**src/rtl/vga_timing_gen.sv**
```systemverilog
// Parametrised VGA raster timing generator with pixel-clock divider and registered syncs/colour.
// Define VGA_TIMING_TESTPAT_EN to replace r_in/g_in/b_in with bordered 8-bar colour test pattern.
module vga_timing_gen #(
  parameter int H_ACTIVE = 640,
  parameter int H_FP     = 16,
  parameter int H_SYNC   = 96,
  parameter int H_BP     = 48,
  parameter int V_ACTIVE = 480,
  parameter int V_FP     = 10,
  parameter int V_SYNC   = 2,
  parameter int V_BP     = 33,
  parameter bit HS_POL   = 1'b0,
  parameter bit VS_POL   = 1'b0,
  parameter int CLK_DIV  = 4,
  parameter int CW       = 12
) (
  input  logic          clk,
  input  logic          rst,
  input  logic          en,
  input  logic [3:0]    r_in,
  input  logic [3:0]    g_in,
  input  logic [3:0]    b_in,
  output logic          pix_ce,
  output logic [CW-1:0] x,
  output logic [CW-1:0] y,
  output logic          de,
  output logic          line_start,
  output logic          frame_start,
  output logic          hsync_vga,
  output logic          vsync_vga,
  output logic [3:0]    r_vga,
  output logic [3:0]    g_vga,
  output logic [3:0]    b_vga
);

  localparam int H_TOTAL = H_ACTIVE + H_FP + H_SYNC + H_BP;
  localparam int V_TOTAL = V_ACTIVE + V_FP + V_SYNC + V_BP;

  localparam logic [CW-1:0] H_ACT_C  = CW'(H_ACTIVE);
  localparam logic [CW-1:0] H_SYN_LO = CW'(H_ACTIVE + H_FP);
  localparam logic [CW-1:0] H_SYN_HI = CW'(H_ACTIVE + H_FP + H_SYNC);
  localparam logic [CW-1:0] H_LAST   = CW'(H_TOTAL - 1);
  localparam logic [CW-1:0] V_ACT_C  = CW'(V_ACTIVE);
  localparam logic [CW-1:0] V_SYN_LO = CW'(V_ACTIVE + V_FP);
  localparam logic [CW-1:0] V_SYN_HI = CW'(V_ACTIVE + V_FP + V_SYNC);
  localparam logic [CW-1:0] V_LAST   = CW'(V_TOTAL - 1);

  function automatic logic sync_level(input logic [CW-1:0] cnt, input logic [CW-1:0] lo,
                                      input logic [CW-1:0] hi, input logic pol);
    return ((cnt >= lo) && (cnt < hi)) ? pol : ~pol;
  endfunction

  // ---- divider: pixel strobe ----
  if (CLK_DIV > 1) begin : g_div
    localparam int DW = $clog2(CLK_DIV);
    localparam logic [DW-1:0] DIV_LAST = DW'(CLK_DIV - 1);
    logic [DW-1:0] div;

    always_ff @(posedge clk) begin
      if (rst)
        div <= '0;
      else if (en)
        div <= (div == DIV_LAST) ? '0 : div + DW'(1);
    end

    assign pix_ce = en & (div == DIV_LAST);
  end else begin : g_nodiv
    assign pix_ce = en;
  end

  // ---- stage p0: raster counters and decoded pixel state ----
  logic [CW-1:0] h_cnt, v_cnt;

  always_ff @(posedge clk) begin
    if (rst) begin
      h_cnt <= '0;
      v_cnt <= '0;
    end else if (pix_ce) begin
      if (h_cnt == H_LAST) begin
        h_cnt <= '0;
        v_cnt <= (v_cnt == V_LAST) ? '0 : v_cnt + CW'(1);
      end else begin
        h_cnt <= h_cnt + CW'(1);
      end
    end
  end

  logic          de_p0, hs_p0, vs_p0, ls_p0, fs_p0;
  logic [CW-1:0] x_p0, y_p0;
  logic [3:0]    r_p0, g_p0, b_p0;

`ifdef VGA_TIMING_TESTPAT_EN
  localparam logic [CW+2:0] H_ACT_X = (CW+3)'(H_ACTIVE);
  logic [2:0] bar_idx;
  logic       border;
  logic       unused_in;

  assign bar_idx   = 3'({h_cnt, 3'b000} / H_ACT_X);
  assign border    = (h_cnt == '0) || (h_cnt == H_ACT_C - CW'(1)) ||
                     (v_cnt == '0) || (v_cnt == V_ACT_C - CW'(1));
  assign unused_in = ^{r_in, g_in, b_in};
`endif

  always_comb begin
    de_p0 = (h_cnt < H_ACT_C) && (v_cnt < V_ACT_C);
    x_p0  = de_p0 ? h_cnt : '0;
    y_p0  = de_p0 ? v_cnt : '0;
    hs_p0 = sync_level(h_cnt, H_SYN_LO, H_SYN_HI, HS_POL);
    vs_p0 = sync_level(v_cnt, V_SYN_LO, V_SYN_HI, VS_POL);
    ls_p0 = de_p0 && (h_cnt == '0);
    fs_p0 = ls_p0 && (v_cnt == '0);
    r_p0  = '0;
    g_p0  = '0;
    b_p0  = '0;
    if (de_p0) begin
`ifdef VGA_TIMING_TESTPAT_EN
      // Bar colour bits are the inverted index bits: white, yellow, cyan, ... black.
      r_p0 = (border || !bar_idx[1]) ? 4'hF : 4'h0;
      g_p0 = (border || !bar_idx[2]) ? 4'hF : 4'h0;
      b_p0 = (border || !bar_idx[0]) ? 4'hF : 4'h0;
`else
      r_p0 = r_in;
      g_p0 = g_in;
      b_p0 = b_in;
`endif
    end
  end

  // ---- stage p1: registered outputs, updated once per pixel ----
  logic          de_p1, hs_p1, vs_p1, ls_p1, fs_p1;
  logic [CW-1:0] x_p1, y_p1;
  logic [3:0]    r_p1, g_p1, b_p1;

  always_ff @(posedge clk) begin
    if (rst) begin
      de_p1 <= 1'b0;
      x_p1  <= '0;
      y_p1  <= '0;
      ls_p1 <= 1'b0;
      fs_p1 <= 1'b0;
      hs_p1 <= ~HS_POL;
      vs_p1 <= ~VS_POL;
      r_p1  <= '0;
      g_p1  <= '0;
      b_p1  <= '0;
    end else if (pix_ce) begin
      de_p1 <= de_p0;
      x_p1  <= x_p0;
      y_p1  <= y_p0;
      ls_p1 <= ls_p0;
      fs_p1 <= fs_p0;
      hs_p1 <= hs_p0;
      vs_p1 <= vs_p0;
      r_p1  <= r_p0;
      g_p1  <= g_p0;
      b_p1  <= b_p0;
    end
  end

  assign de          = de_p1;
  assign x           = x_p1;
  assign y           = y_p1;
  assign line_start  = ls_p1;
  assign frame_start = fs_p1;
  assign hsync_vga   = hs_p1;
  assign vsync_vga   = vs_p1;
  assign r_vga       = r_p1;
  assign g_vga       = g_p1;
  assign b_vga       = b_p1;

endmodule

```
**config.mk**
```make
export PLATFORM = sky130hd
export DESIGN_NAME = vga_timing_gen
export DESIGN_NICKNAME = d
export VERILOG_FILES = /design/src/rtl/vga_timing_gen.sv
export SDC_FILE = /design/constraint.sdc
export NUM_CORES = 1
export LEC_CHECK = 0
export BUFFER_PORTS_ARGS = -buffer_cell sky130_fd_sc_hd__buf_2
export CAP_MARGIN = 0
export CORE_MARGIN = 2
export CORE_UTILIZATION = 35
export CTS_BUF_LIST = sky130_fd_sc_hd__clkbuf_4 sky130_fd_sc_hd__clkbuf_8
export CTS_CLUSTER_DIAMETER = 80
export CTS_CLUSTER_SIZE = 28
export DETAILED_ROUTE_END_ITERATION = 6
export GPL_TIMING_DRIVEN = 0
export PLACE_DENSITY_LB_ADDON = 0.25
export SLEW_MARGIN = 10
export SYNTH_ARGS = -nofsm -noshare
export SYNTH_HDL_FRONTEND = slang
export SYNTH_SLANG_ARGS = --single-unit
```
**constraint.sdc**
```tcl
create_clock -name clk -period 2.28 [get_ports clk]
set_input_delay 0.114 -clock clk [delete_from_list [all_inputs] [get_ports clk]]
set_output_delay 0.114 -clock clk [all_outputs]
set_load 0.02 [all_outputs]
```
* Word level (Yosys, flattened, before mapping) *
Cells that the tools add are included.

operators by class
  $add $sub $neg = 3
  multiply operators = 0
  div/mod/pow operators = 0
  order comparisons = 6
  eq/ne operators = 3
  shift-type cells = 0
  muxes and demuxes = 10
  bitwise gates (word level) = 1
  reductions and logical operators = 8

operator list
  cell                   number
  $mux 12                4
  $add 12x1->12 const B  2
  $eq 12x10->1 const B   2
  $logic_not 12->1       2
  $lt 12x10->1 const B   2
  $lt 12x9->1 const B    2
  $ge 12x10->1 const B   1
  $ge 12x9->1 const B    1
  $mux 4                 3
  $logic_and 1x1->1      5
  $add 2x1->2 const B    1
  $eq 2x2->1 const B     1
  $mux 1                 2
  $mux 2                 1
  $reduce_and 2->1       1
  $and 1x1->1            1

word-level totals
  register bits after elaboration = 67
  latch bits = 0
  bits in writable memories = 0
  memory bits (read-only) = 0
  input bits = 15
  output and inout port bits = 42
  word-level logic and storage cells = 44
  memories kept = 0

* Longest topological paths before layout *
  depth in word-level cells = 4
  gate-level depth with buffers = 7
  depth with buffers taken out = 6

* Worst setup path before layout *
No wires, ideal clock.

  path type = reg-to-reg
  from = reg h_cnt[4]
  to = reg v_cnt[9]
  library setup time = 70 ps
  arrival = 2107 ps
  data required time = 2210 ps
  slack = 103 ps
  cell stages (with the launch flop) = 7
  buffers on the path = 2
  period minus slack after synthesis = 2177 ps
  cells stage by stage = dfxtp_1 buf_4 or4b_4 or4_1 buf_2 or4_1 a21oi_1

on the way
  cells in the longest elaborated chain, start to end = 2

ends and longest elaborated chain
  element                     line  text
  start: declaration          72    logic [CW-1:0] h_cnt, v_cnt;
  start signal: assignment    83    h_cnt <= h_cnt + CW'(1);
  $eq 12x10->1                79    if (h_cnt == H_LAST) begin
  $reduce_and 2->1 (no line)  n/a
  end signal: assignment      81    v_cnt <= (v_cnt == V_LAST) ? '0 : v_cnt + CW'(1);
  end: declaration            72

Every way passes these cells.
A chain may end at the register's enable or synchronous reset.

* Worst setup path in the final report *
  from = reg h_cnt[7]
  to = reg v_cnt[7]

Same word-level chain as after synthesis.

==> flow_summary_export.csv <==
group,metric,value,unit
floorplan,die-area,0.00824,mm^2
synthesis,async_reset_ff_share,0,%
timing,slew_headroom,41.8,%
setup_path,cp.depth,5,
setup_path,crit_chain,"or4b_4 > or4_4 > buf_6 > or4_1 > a21oi_2",
global_route,grt_usage,16.3,%
clocking,cts.clk_slew.worst_paths,70,ps
drt,dr.pass1.iters,4,
setup_path,crit_start,"h_cnt[7]",
place,hpwlAfterDp,4350,um
timing,setup_viol,0,
synthesis,synth_area_leaders,"dfxtp_1 (51%), a22o_1 (10%), a21oi_1 (2.5%)",
synthesis,synth_edf_count,0,
global_route,antenna_found_initial,0,
floorplan,rows,31,
worst_hold_path,worstHoldPathType,"primary input to flop",
clocking,insertion_delay,340,ps
synthesis,synth_seq_cells,67,
pwr,ir_drop,0.316,mV
cells_and_area,nets,369,
run,drv_cap,0,
synthesis,synth.top_cell.area_share,50.9,%
cells_and_area,multiInputGateArea,0.00127,mm^2
setup_path,path_buf_inv,1,
place,placed_cells,423,
timing,fin_crit,2260,ps
drt,drc,0,
setup_path,rr_startpoint,"h_cnt[7]",
floorplan,fp.coreArea,0.00725,mm^2
setup_path,worst_r2r_path_depth,5,
pwr,p_leak,1.48,nW
place,dpl_cell_area,0.00304,mm^2
timing,period_share,99.3,%
setup_path,crit_end,"v_cnt[7]",
synthesis,synth_area,0.00264,mm^2
drt,wl_per_cell,14.5,um
synthesis,synth.distinct_cells,41,
setup_path,cp_top_family,"simple AND/OR/NAND/NOR gates",
setup_path,critPathRequiredTime,2560,ps
clocking,cts-root-buf,"clkbuf_8",
timing,hold_slack,28.8,ps
setup_path,r2r_end,"v_cnt[7]",
setup_path,crit_slowest_cell,"or4b_4",
floorplan,initial_utilization,36.3,%
setup_path,cpPeakStageDelay,540,ps
cells_and_area,drive_above_1_share,28.5,%
setup_path,cp-start-kind,"flop",
setup_path,cp-end-kind,"flop",
floorplan,fp.dieH,90.8,um
synthesis,yosysWarnings,0,
place,io_buffers,56,
timing,slew_viol_final,0,
floorplan,num_io_pins,57,
timing,worst_pin_slew,866,ps
global_route,grt_pass1_wl,10900,um
place,finalWeightedCongestion,0.864,
setup_path,worstPathArrival,2550,ps
clocking,clock_sinks,67,
global_route,gr-total-overflow,0,
drt,vias,2382,
cells_and_area,stdcell_count,453,
drt,ant_nets,0,
setup_path,r2r_slack,20,ps
pwr,powerDensity,725,mW/mm^2
clocking,h-tree-depth,3,
clocking,cts_tree,"yes",
synthesis,syn_nets,288,
cells_and_area,regArea,0.00135,mm^2
synthesis,syn_area_per_cell,9.83,um^2
outcome,outcome,"finished, final reports clean",
cells_and_area,area_growth,34.2,%
clocking,cts_max_path_buffers,2,
floorplan,die_x,90.8,um
clocking,numCtsBuffers,9,
cells_and_area,fin_util,48.8,%
cells_and_area,antenna_cells,0,
synthesis,synthCells,268,
global_route,grt_pass1_vias,2271,
timing,fmax,442,MHz
drt,drt-vias-per-instance,5.26,
timing,hold_viol_final,0,
drt,drt_iter0_drc,123,
cells_and_area,final_cell_area,0.00354,mm^2
drt,wl,6550,um
cells_and_area,fill_cells,690,
setup_path,path_max_fanout,8,
global_route,grt_start_max_net_pins,13,
timing,finClkSkew,6.38,ps
synthesis,yosysTopAreaCell,"dfxtp_1",
timing,rsz0062_at_grt,"yes",
synthesis,synth_flop_cell,"dfxtp_1",
synthesis,ys_seq_area_share,50.9,%
setup_path,path_class,"flop to flop",
-- where the power goes --
part,switching (W),internal (W),leakage (nW)
Sequential,0.00000436,0.00118,0.542
Clock,0.000462,0.000834,0.125
Combinational,0.0000481,0.0000391,0.809
Total,0.000514,0.00205,1.48
-- worst register-to-register path, delay by kind of cell (launching register included) --
family | cells | cell delay (ps)
flops | 1 | 360
buf+inv | 1 | 150
simple gates | 3 | 1560
compound gates | 1 | 140
-- registers in the layout, summed over array words and instances, names as in the netlist --
register and flops:
y 12, hsync_vga 1, r_vga 4, x 12
g_div.div 2, v_cnt 12, line_start 1, b_vga 4
h_cnt 12, g_vga 4, frame_start 1, de 1
vsync_vga 1
-- cell usage after synthesis, drive strengths merged (2+ instances only) --
cell type and count:
or4 7, o31ai 6, or3 2, a21oi 13
or4b 2, nand4bb 2, xnor2 5, clkbuf 15
and3 8, a22o 31, nor4 6, o21ai 5
nand3 13, a311oi 3, and4 3, buf 2
nor2 17, dfxtp 67, xor2 5, inv 6
and2 2, ha 5, nand2 14, nand4 6
a22oi 2, nor3 8
-- routing by layer --
metal	track usage (%)	wire, um	vias to the layer above	part of all wire, %
li1	-	-	1172	-
met1	21.3	3090	1131	47
met2	25.4	2990	69	46
met3	4.34	367	10	5.6
met4	6.79	98	0	1.5
met5	0	0	-	0
-- worst min path at each step --
stage | depth (start not counted) | from | to
floorplan | 1 | rst | v_cnt[2]
global placement | 2 | r_in[3] | r_vga[3]
detailed placement | 2 | r_in[2] | r_vga[2]
CTS | 2 | rst | v_cnt[2]
global route | 2 | rst | v_cnt[2]
finish | 2 | rst | v_cnt[2]
-- cells by family after synthesis --
logic type	after synthesis	share of synthesized area [%]
buffers and inverters	24	3.61
XOR/XNOR	10	3.32
adder cells (fa/ha/maj)	5	2.37
flip-flops	67	50.9
multiplexers	1	0.380
AND/OR/NAND/NOR	95	20.3
AO/OA/AOI/OAI	66	19.1
-- final cells by class --
class | instances | share of cell area, %
tap | 99 | 3.50
multi-input combinational | 177 | 36.0
buffer | 16 | 2.41
clock buffer | 9 | 3.50
sequential | 67 | 38.0
inverter | 7 | 0.743
timing repair buffer | 71 | 11.9
clock inverter | 7 | 3.96
-- what timing repair did --
action / 4_1_cts / 5_1_grt
setup endpoints to repair: 47 / 41
endpoints found under the hold margin: 11 / 0
gates resized for setup: 16 / 15
hold buffers: 11 / 0
pin swaps: 0 / 5
buffers inserted: 2 / 2
-- metrics by stage --
step                      power, W  worst slack, ps  TNS (ps)
after global routing       0.00265            -85.0      -260
after floorplan            0.00124              103         0
final                      0.00256             15.2         0
after detailed placement   0.00128             -266     -8160
after global placement     0.00127             -236     -7520
after CTS                  0.00259             3.07         0
-- layout by cell type (no fill, tap or decap), drive strengths merged, types with 8 or more instances in the layout --
| master | synthesis | routed |
|---|---|---|
| buf | 2 | 63 |
| a21oi | 13 | 13 |
| nor2 | 17 | 17 |
| nor3 | 8 | 8 |
| nand2 | 14 | 14 |
| dfxtp | 67 | 67 |
| and3 | 8 | 8 |
| clkbuf | 15 | 22 |
| dlygate4sd3 | 0 | 11 |
| a22o | 31 | 31 |
| nand3 | 13 | 13 |
No activity file was read; power rests on OpenSTA's default activity.
